## src/rtl/bcd_counter_4dig_pkg.sv

```systemverilog
`default_nettype none
// ============================================================================
// Module   : bcd_counter_4dig_pkg
// Brief    : Shared BCD digit constants for the 4-digit counter.
// Revision : 1.0 - initial release
// ============================================================================
package bcd_counter_4dig_pkg;

  localparam int unsigned DIGIT_W    = 4;
  localparam int unsigned NUM_DIGITS = 4;
  localparam logic [DIGIT_W-1:0] BCD_MAX  = 4'd9;
  localparam logic [DIGIT_W-1:0] BCD_ZERO = 4'd0;

endpackage
`default_nettype wire

```

## src/rtl/bcd_counter_4dig_bcd_digit.sv

```systemverilog
`default_nettype none
// ============================================================================
// Module   : bcd_digit
// Brief    : One decade; o_wrap flags that this step rolls the digit over.
// Revision : 1.0 - initial release
// ============================================================================
module bcd_digit
  import bcd_counter_4dig_pkg::*;
(
  input  logic               clk,
  input  logic               rst_n,
  input  logic               i_clr,
  input  logic               i_inc,
`ifdef BCD_DOWN_COUNT_EN
  input  logic               i_dec,
`endif
  output logic [DIGIT_W-1:0] o_digit,
  output logic               o_wrap
);

  logic [DIGIT_W-1:0] r_digit;

  always_ff @(posedge clk or negedge rst_n) begin
    if (!rst_n) begin
      r_digit <= BCD_ZERO;
    end else if (i_clr) begin
      r_digit <= BCD_ZERO;
    end else if (i_inc) begin
      r_digit <= (r_digit == BCD_MAX) ? BCD_ZERO : r_digit + 4'd1;
`ifdef BCD_DOWN_COUNT_EN
    end else if (i_dec) begin
      r_digit <= (r_digit == BCD_ZERO) ? BCD_MAX : r_digit - 4'd1;
`endif
    end
  end

`ifdef BCD_DOWN_COUNT_EN
  assign o_wrap = (i_inc && (r_digit == BCD_MAX)) || (i_dec && (r_digit == BCD_ZERO));
`else
  assign o_wrap = i_inc && (r_digit == BCD_MAX);
`endif

  assign o_digit = r_digit;

endmodule
`default_nettype wire

```

## src/rtl/bcd_counter_4dig.sv

```systemverilog
`default_nettype none
// ============================================================================
// Module   : bcd_counter_4dig
// Brief    : Prescaled 4-digit BCD counter with wrap carry pulse.
//            Define BCD_DOWN_COUNT_EN to add the up_dn port and down counting.
// Revision : 1.0 - initial release
// ============================================================================
module bcd_counter_4dig
  import bcd_counter_4dig_pkg::*;
#(
  parameter int unsigned TICK_DIV = 32'd50000000
) (
  input  logic               clk,
  input  logic               rst_n,
  input  logic               en,
  input  logic               clr,
`ifdef BCD_DOWN_COUNT_EN
  input  logic               up_dn,
`endif
  output logic [DIGIT_W-1:0] units,
  output logic [DIGIT_W-1:0] tens,
  output logic [DIGIT_W-1:0] hundreds,
  output logic [DIGIT_W-1:0] thousands,
  output logic               carry
);

  // A 1-bit prescaler still works for TICK_DIV=1: terminal value is 0.
  localparam int unsigned        c_P_W    = (TICK_DIV > 1) ? $clog2(TICK_DIV) : 1;
  localparam logic [c_P_W-1:0]   c_P_LAST = c_P_W'(TICK_DIV - 1);

  logic [c_P_W-1:0]   r_p;
  logic               r_carry;
  logic               w_tick;
  logic [DIGIT_W-1:0] w_digit [NUM_DIGITS];

  assign w_tick = en && (r_p == c_P_LAST);

  always_ff @(posedge clk or negedge rst_n) begin
    if (!rst_n) begin
      r_p <= '0;
    end else if (clr) begin
      r_p <= '0;
    end else if (en) begin
      r_p <= (r_p == c_P_LAST) ? '0 : r_p + c_P_W'(1);
    end
  end

  // Step ripples through all decades combinationally within the step edge.
  for (genvar k = 0; k < NUM_DIGITS; k++) begin : g_digit
    logic w_step;
    logic w_wrap;

    if (k == 0) begin : g_first
      assign w_step = w_tick;
    end else begin : g_next
      assign w_step = g_digit[k-1].w_wrap;
    end

    bcd_digit u_digit (
      .clk     (clk),
      .rst_n   (rst_n),
      .i_clr   (clr),
`ifdef BCD_DOWN_COUNT_EN
      .i_inc   (w_step && up_dn),
      .i_dec   (w_step && !up_dn),
`else
      .i_inc   (w_step),
`endif
      .o_digit (w_digit[k]),
      .o_wrap  (w_wrap)
    );
  end

  always_ff @(posedge clk or negedge rst_n) begin
    if (!rst_n) begin
      r_carry <= 1'b0;
    end else if (clr) begin
      r_carry <= 1'b0;
    end else begin
      r_carry <= g_digit[NUM_DIGITS-1].w_wrap;
    end
  end

  assign units     = w_digit[0];
  assign tens      = w_digit[1];
  assign hundreds  = w_digit[2];
  assign thousands = w_digit[3];
  assign carry     = r_carry;

endmodule
`default_nettype wire

```

## config.mk

```make
export PLATFORM = sky130hd
export DESIGN_NAME = bcd_counter_4dig
export DESIGN_NICKNAME = d
export VERILOG_FILES = /design/src/rtl/bcd_counter_4dig_pkg.sv /design/src/rtl/bcd_counter_4dig_bcd_digit.sv /design/src/rtl/bcd_counter_4dig.sv
export SDC_FILE = /design/constraint.sdc
export NUM_CORES = 1
export LEC_CHECK = 0
export ABC_AREA = 1
export CAP_MARGIN = 10
export CORE_MARGIN = 5
export CORE_UTILIZATION = 45
export CTS_CLUSTER_DIAMETER = 150
export DETAILED_ROUTE_END_ITERATION = 16
export GPL_TIMING_DRIVEN = 0
export PLACE_DENSITY = 0.75
export SYNTH_ARGS = -nofsm -noshare
export SYNTH_HDL_FRONTEND = slang
export SYNTH_HIERARCHICAL = 1
export SYNTH_SLANG_ARGS = --single-unit
export TNS_END_PERCENT = 1
```

## constraint.sdc

```tcl
create_clock -name clk -period 2.9 [get_ports clk]
set_clock_uncertainty 0.15 [all_clocks]
set_input_delay 0.29 -clock clk [delete_from_list [all_inputs] [get_ports clk]]
set_output_delay 0.29 -clock clk [all_outputs]
set_load 0.05 [all_outputs]
```

Yosys cells after proc, flatten, opt, wreduce, memory -nomap -nowiden

Cells that the tools add are included.

Word-level logic and storage cells: 42
Bits in writable memories: 0
Latch bits: 0
Memories kept: 0
Bits of input ports: 4
Output and inout bits: 17
Register bits: 43
ROM bits: 0

Equality and inequality tests: 5
Reduce and logical (&&, ||, !) cells: 10
Multiply operators: 0
Divide/modulo/power cells: 0
Add/subtract/negate cells: 5
Muxes and demuxes: 16
Bitwise logic cells: 0
$lt $le $gt $ge: 0
Shift operators: 0

Operator list:

| kind                    | count |
|---|---|
| $mux W26                | 3 |
| $mux W4                 | 12 |
| $add A26 B1 Y26 const B | 1 |
| $eq A26 B26 Y1 const B  | 1 |
| $add A4 B1 Y4 const B   | 4 |
| $eq A4 B4 Y1 const B    | 4 |
| $reduce_bool A2 Y1      | 5 |
| $logic_and A1 B1 Y1     | 5 |
| $mux W1                 | 1 |

Depth between registers and ports, before layout

Depth in word-level cells: 7
Depth in mapped cells: 19
Gate-level depth less buffers: 19

Modules after synthesis

The synthesis kept the hierarchy.

Modules (own cells, without submodules):

| module           | sequential area each (um^2) | times used | area an instance (um^2) | cells each |
|---|---|---|---|---|
| bcd_counter_4dig | 675.6                       | 1          | 1,775.5                 | 257 |
| bcd_digit        | 100.1                       | 4          | 265.3                   | 40 |

Worst setup path before layout

No wires, ideal clock.

Kind: register to register
Start: reg r_p[0]
End: reg g_digit[3].u_digit.r_digit[2]
Library setup time: 119 ps
Setup slack: 634 ps
Stages on the path, launching flop included: 19
Path buffers: 0
Data required time: 2,631 ps
Arrival time: 1,997 ps
Period minus slack after synthesis: 2,266 ps
Path through: dfrtp_1 ha_1 nand2_1 nor2_1 nand2_1 nor2_1 nand2_2 nor2_1 inv_1 nor2_1 inv_1 nor2_1 inv_1 nor2_1 inv_1 nand2_1 nand3_1 nand2_1 nor2_1

Word-level cells in the longest chain between the ends: 6

Ends and longest elaborated chain:

| element                             | RTL line                         | RTL |
|---|---|---|
| start, declared                     | bcd_counter_4dig.sv:31           | `logic [c_P_W-1:0] r_p;` |
| start signal, assigned              | bcd_counter_4dig.sv:44           | `r_p <= (r_p == c_P_LAST) ? '0 : r_p + c_P_W'(1);` |
| $eq A26 B26 Y1                      | bcd_counter_4dig.sv:36           | `assign w_tick = en && (r_p == c_P_LAST);` |
| $logic_and A1 B1 Y1                 | bcd_counter_4dig.sv:36           |  |
| named net g_digit[0].w_step         | bcd_counter_4dig.sv:50           | `logic w_step;` |
| $logic_and A1 B1 Y1                 | bcd_counter_4dig_bcd_digit.sv:40 | `assign o_wrap = i_inc && (r_digit == BCD_MAX);` |
| named net g_digit[0].w_wrap         | bcd_counter_4dig.sv:51           | `logic w_wrap;` |
| $logic_and A1 B1 Y1                 | bcd_counter_4dig_bcd_digit.sv:40 |  |
| named net g_digit[1].w_wrap         | bcd_counter_4dig.sv:51           |  |
| $logic_and A1 B1 Y1                 | bcd_counter_4dig_bcd_digit.sv:40 |  |
| named net g_digit[2].w_wrap         | bcd_counter_4dig.sv:51           |  |
| $reduce_bool A2 Y1 (no source line) | --                               |  |
| end signal, assigned                | bcd_counter_4dig_bcd_digit.sv:29 | `r_digit <= (r_digit == BCD_MAX) ? BCD_ZERO : r_digit + 4'd1;` |
| end, declared                       | bcd_counter_4dig_bcd_digit.sv:21 | `logic [DIGIT_W-1:0] r_digit;` |

The timed path passes the listed nets, and every way through them passes these cells.
A chain may end at the register's enable or synchronous reset.

Worst setup path after layout

Start: reg r_p[0]
End: reg g_digit[3].u_digit.r_digit[1]

Same word-level chain as after synthesis.

==> results.toml <==
[power_and_ir_drop]
internal_power_mw = 0.863
power.density_mw_per_mm2 = 351
clkPwrFrac = 0.372
power_frac_comb = 0.082
leakagePower_nw = 1.48
switching_share = 0.246
p_switching_mw = 0.281
irDropWorstVdd_mv = 0.166
p_total_mw = 1.14
seqPwrFrac = 0.545

[status]
status = "finished clean"

[grt]
grt_overflow = 0
grt_pass1_vias = 2622
grt_max_degree = 32
antenna_found_initial = 0
grt_pass1_wl_um = 11300
track_usage = 0.176

[synthesis]
synth_top_area_cell = "dfrtp_1"
ys_ff_latch = 43
yosysTopAreaCellShare = 0.379
yosys-top-cells-count = "132 x nand2_1, 62 x inv_1, 61 x nor2_1"
syn_avg_cell_area_um2 = 6.80
syn_inst = 417
synthArstFlopShare = 1.00
synth.distinct_cells = 27
ys_warn_count = 6
ys_seq_area_frac = 0.379
synth-main-ff-cell = "dfrtp_1"
netlist_area_mm2 = 0.00284
yosysMostFrequentCell = "nand2_1"
synth_edf_count = 0
synth_nets = 430
ys_top_cells_by_area = "dfrtp_1 38%, nand2_1 17%, inv_1 8.2%"

[critical_path]
startpoint = "r_p[0]"
ff2ff_path_depth = 18
critPathArrivalTime_ns = 2.63
path_max_fanout = 4
r2r_slack_ns = 0.31
r2r-start = "r_p[0]"
r2r_end = "g_digit[3].u_digit/o_digit[1]"
crit_path_end_kind = "flop"
crit_type = "reg2reg"
startpoint_type = "flop"
required_ns = 2.94

[cells_and_area]
layout.nets = 459
diodes = 0
drive_gt1_frac = 0.0917
multiInputGateArea_mm2 = 0.00148
fillCellCount = 635
fin_area_mm2 = 0.00326
ff_latch_area_mm2 = 0.00108
area_growth_pct = 15.0

[clock_tree]
clock_latency_ns = 0.29
clk_path_buf_depth = 2
cts_max_level = 2
cts-root-buf = "clkbuf_8"
post-cts-setup-buffers = 0
cts.sinks = 43
clkSlewWorstSetupHoldPaths_ns = 0.08
tritoncts = "yes"
cts_made_buffers = 5

[drt]
wl_per_cell_um = 11.7
vias = 2597
route.detailed.drc = 0
wirelength_um = 6110
drt_iter0_drc = 108
postRouteAntennaNets = 0
drt_first_pass_iters = 4
avgViaCountPerCell = 4.96

[floorplan]
die_area_mm2 = 0.00799
die_w_um = 89.4
core_area_mm2 = 0.00624
row_count = 29
start_util = 0.454
fp.dieH_um = 89.4
io_pins = 21

[flow_run]
max_cap_violations = 0

[sta]
hold_ws_ns = 0.257
drv_slew = 0
fin_crit_sh = 0.894
min_period_ns = 2.59
setup_viol = 0
max_freq_mhz = 386
hold_viol = 0
worst_slew_pin_slew_ns = 0.503
tns_ns = 0
rsz0062_at_grt = "false"
slew_headroom = 0.664

[place]
numPortBuffers = 20
gp_congestion = 0.988
placed_area_mm2 = 0.00315
dp_hpwl_um = 4690

[worst_hold_path]
hold_class = "in2async"
-- worst max-delay path: stages, from the launching register on --
cell and delay (ns):
dfrtp_1 0.40, ha_1 0.21, nand2_1 0.08, nor2_1 0.11
nand2_1 0.09, nor2_1 0.14, nand2_2 0.11, nor2_2 0.11
inv_1 0.07, nor2_1 0.14, inv_1 0.09, nor2_1 0.15
inv_1 0.09, nor2_1 0.14, inv_1 0.08, nand2_1 0.11
inv_1 0.09, nand2_1 0.07, nand2_1 0.06
-- how the worst max path moves through the flow --
stage               cells past startpoint                             to
finish                                 18  g_digit[3].u_digit/o_digit[1]
global route                           19  g_digit[3].u_digit/o_digit[2]
CTS                                    18  g_digit[3].u_digit/o_digit[1]
detailed placement                     18  g_digit[3].u_digit/o_digit[1]
global placement                        1  g_digit[3].u_digit/o_digit[0]
floorplan                              18  g_digit[3].u_digit/o_digit[2]
-- area by class of cell --
| type | count | share of cell area |
|---|---|---|
| tap | 77 | 0.0295 |
| buffer | 3 | 0.0111 |
| multi-input combinational | 306 | 0.453 |
| clock buffer | 8 | 0.0307 |
| sequential | 43 | 0.330 |
| inverter | 65 | 0.0764 |
| timing repair buffer | 22 | 0.0691 |
-- power groups by stage --
stage          clock, mW  combinational [mW]  sequential [mW]
3_3_place_gp           0              0.0906            0.636
4_1_cts            0.433              0.0956            0.624
2_1_floorplan          0              0.0602            0.634
6_report           0.426              0.0943            0.624
3_5_place_dp           0              0.0938            0.636
5_1_grt            0.459               0.106            0.626
-- layout by cell type (no fill, tap or decap), types with 2 or more instances in the layout --
| cell type | Yosys | layout |
|---|---|---|
| nor2_4 | 3 | 3 |
| buf_2 | 1 | 2 |
| clkbuf_8 | 0 | 7 |
| nand2_2 | 3 | 3 |
| dfrtp_1 | 43 | 43 |
| xor2_1 | 4 | 4 |
| nor2_1 | 61 | 60 |
| buf_12 | 1 | 2 |
| nand3_1 | 34 | 34 |
| o21bai_1 | 6 | 6 |
| inv_1 | 62 | 62 |
| nor2_2 | 16 | 17 |
| nand4_1 | 16 | 16 |
| a21oi_1 | 6 | 6 |
| clkdlybuf4s50_1 | 0 | 19 |
| nor3_1 | 2 | 2 |
| o21ai_0 | 8 | 8 |
| nand2_1 | 132 | 132 |
| ha_1 | 9 | 9 |
-- per-stage QoR --
step | util | setup WS, ns | instances
2_1_floorplan | - | 0.634 | 417
3_3_place_gp | 0.502 | 0.212 | 514
3_5_place_dp | 0.504 | 0.314 | 515
4_1_cts | 0.522 | 0.284 | 524
5_1_grt | 0.522 | 0.0271 | 524
6_report | 0.522 | 0.306 | 524
-- metal layers --
metal / GRT usage / part of all wire / vias to the layer above / wire, um
li1: - / - / 1353 / -
met1: 0.230 / 0.48 / 1189 / 2930
met2: 0.299 / 0.47 / 45 / 2870
met3: 0.0332 / 0.037 / 10 / 225
met4: 0.0474 / 0.015 / 0 / 89
met5: 0 / 0 / - / 0
-- state kept, by name, indices dropped and copies added (netlist names) --
name                     flops
carry                        1
g_digit.u_digit/o_digit     16
r_p                         26
-- what timing repair did --
action / in CTS / in global routing
gates resized for setup: 0 / 1
hold buffers: 1 / 0
setup endpoints to repair: 0 / 1
hold endpoints to repair: 12 / 0
-- cell families (layout without fill, tap and decap cells) --
group | count (synthesis) | after routing | share of synthesized area
AOI/OAI and AO/OA | 22 | 22 | 0.0459
buffers and inverters | 68 | 98 | 0.101
xor gates and xnor gates | 5 | 5 | 0.0154
adders and majority gates | 9 | 9 | 0.0397
and+or+nand+nor | 270 | 270 | 0.419
DFF | 43 | 43 | 0.379
Note: power is estimated with default switching activity, not from simulation.
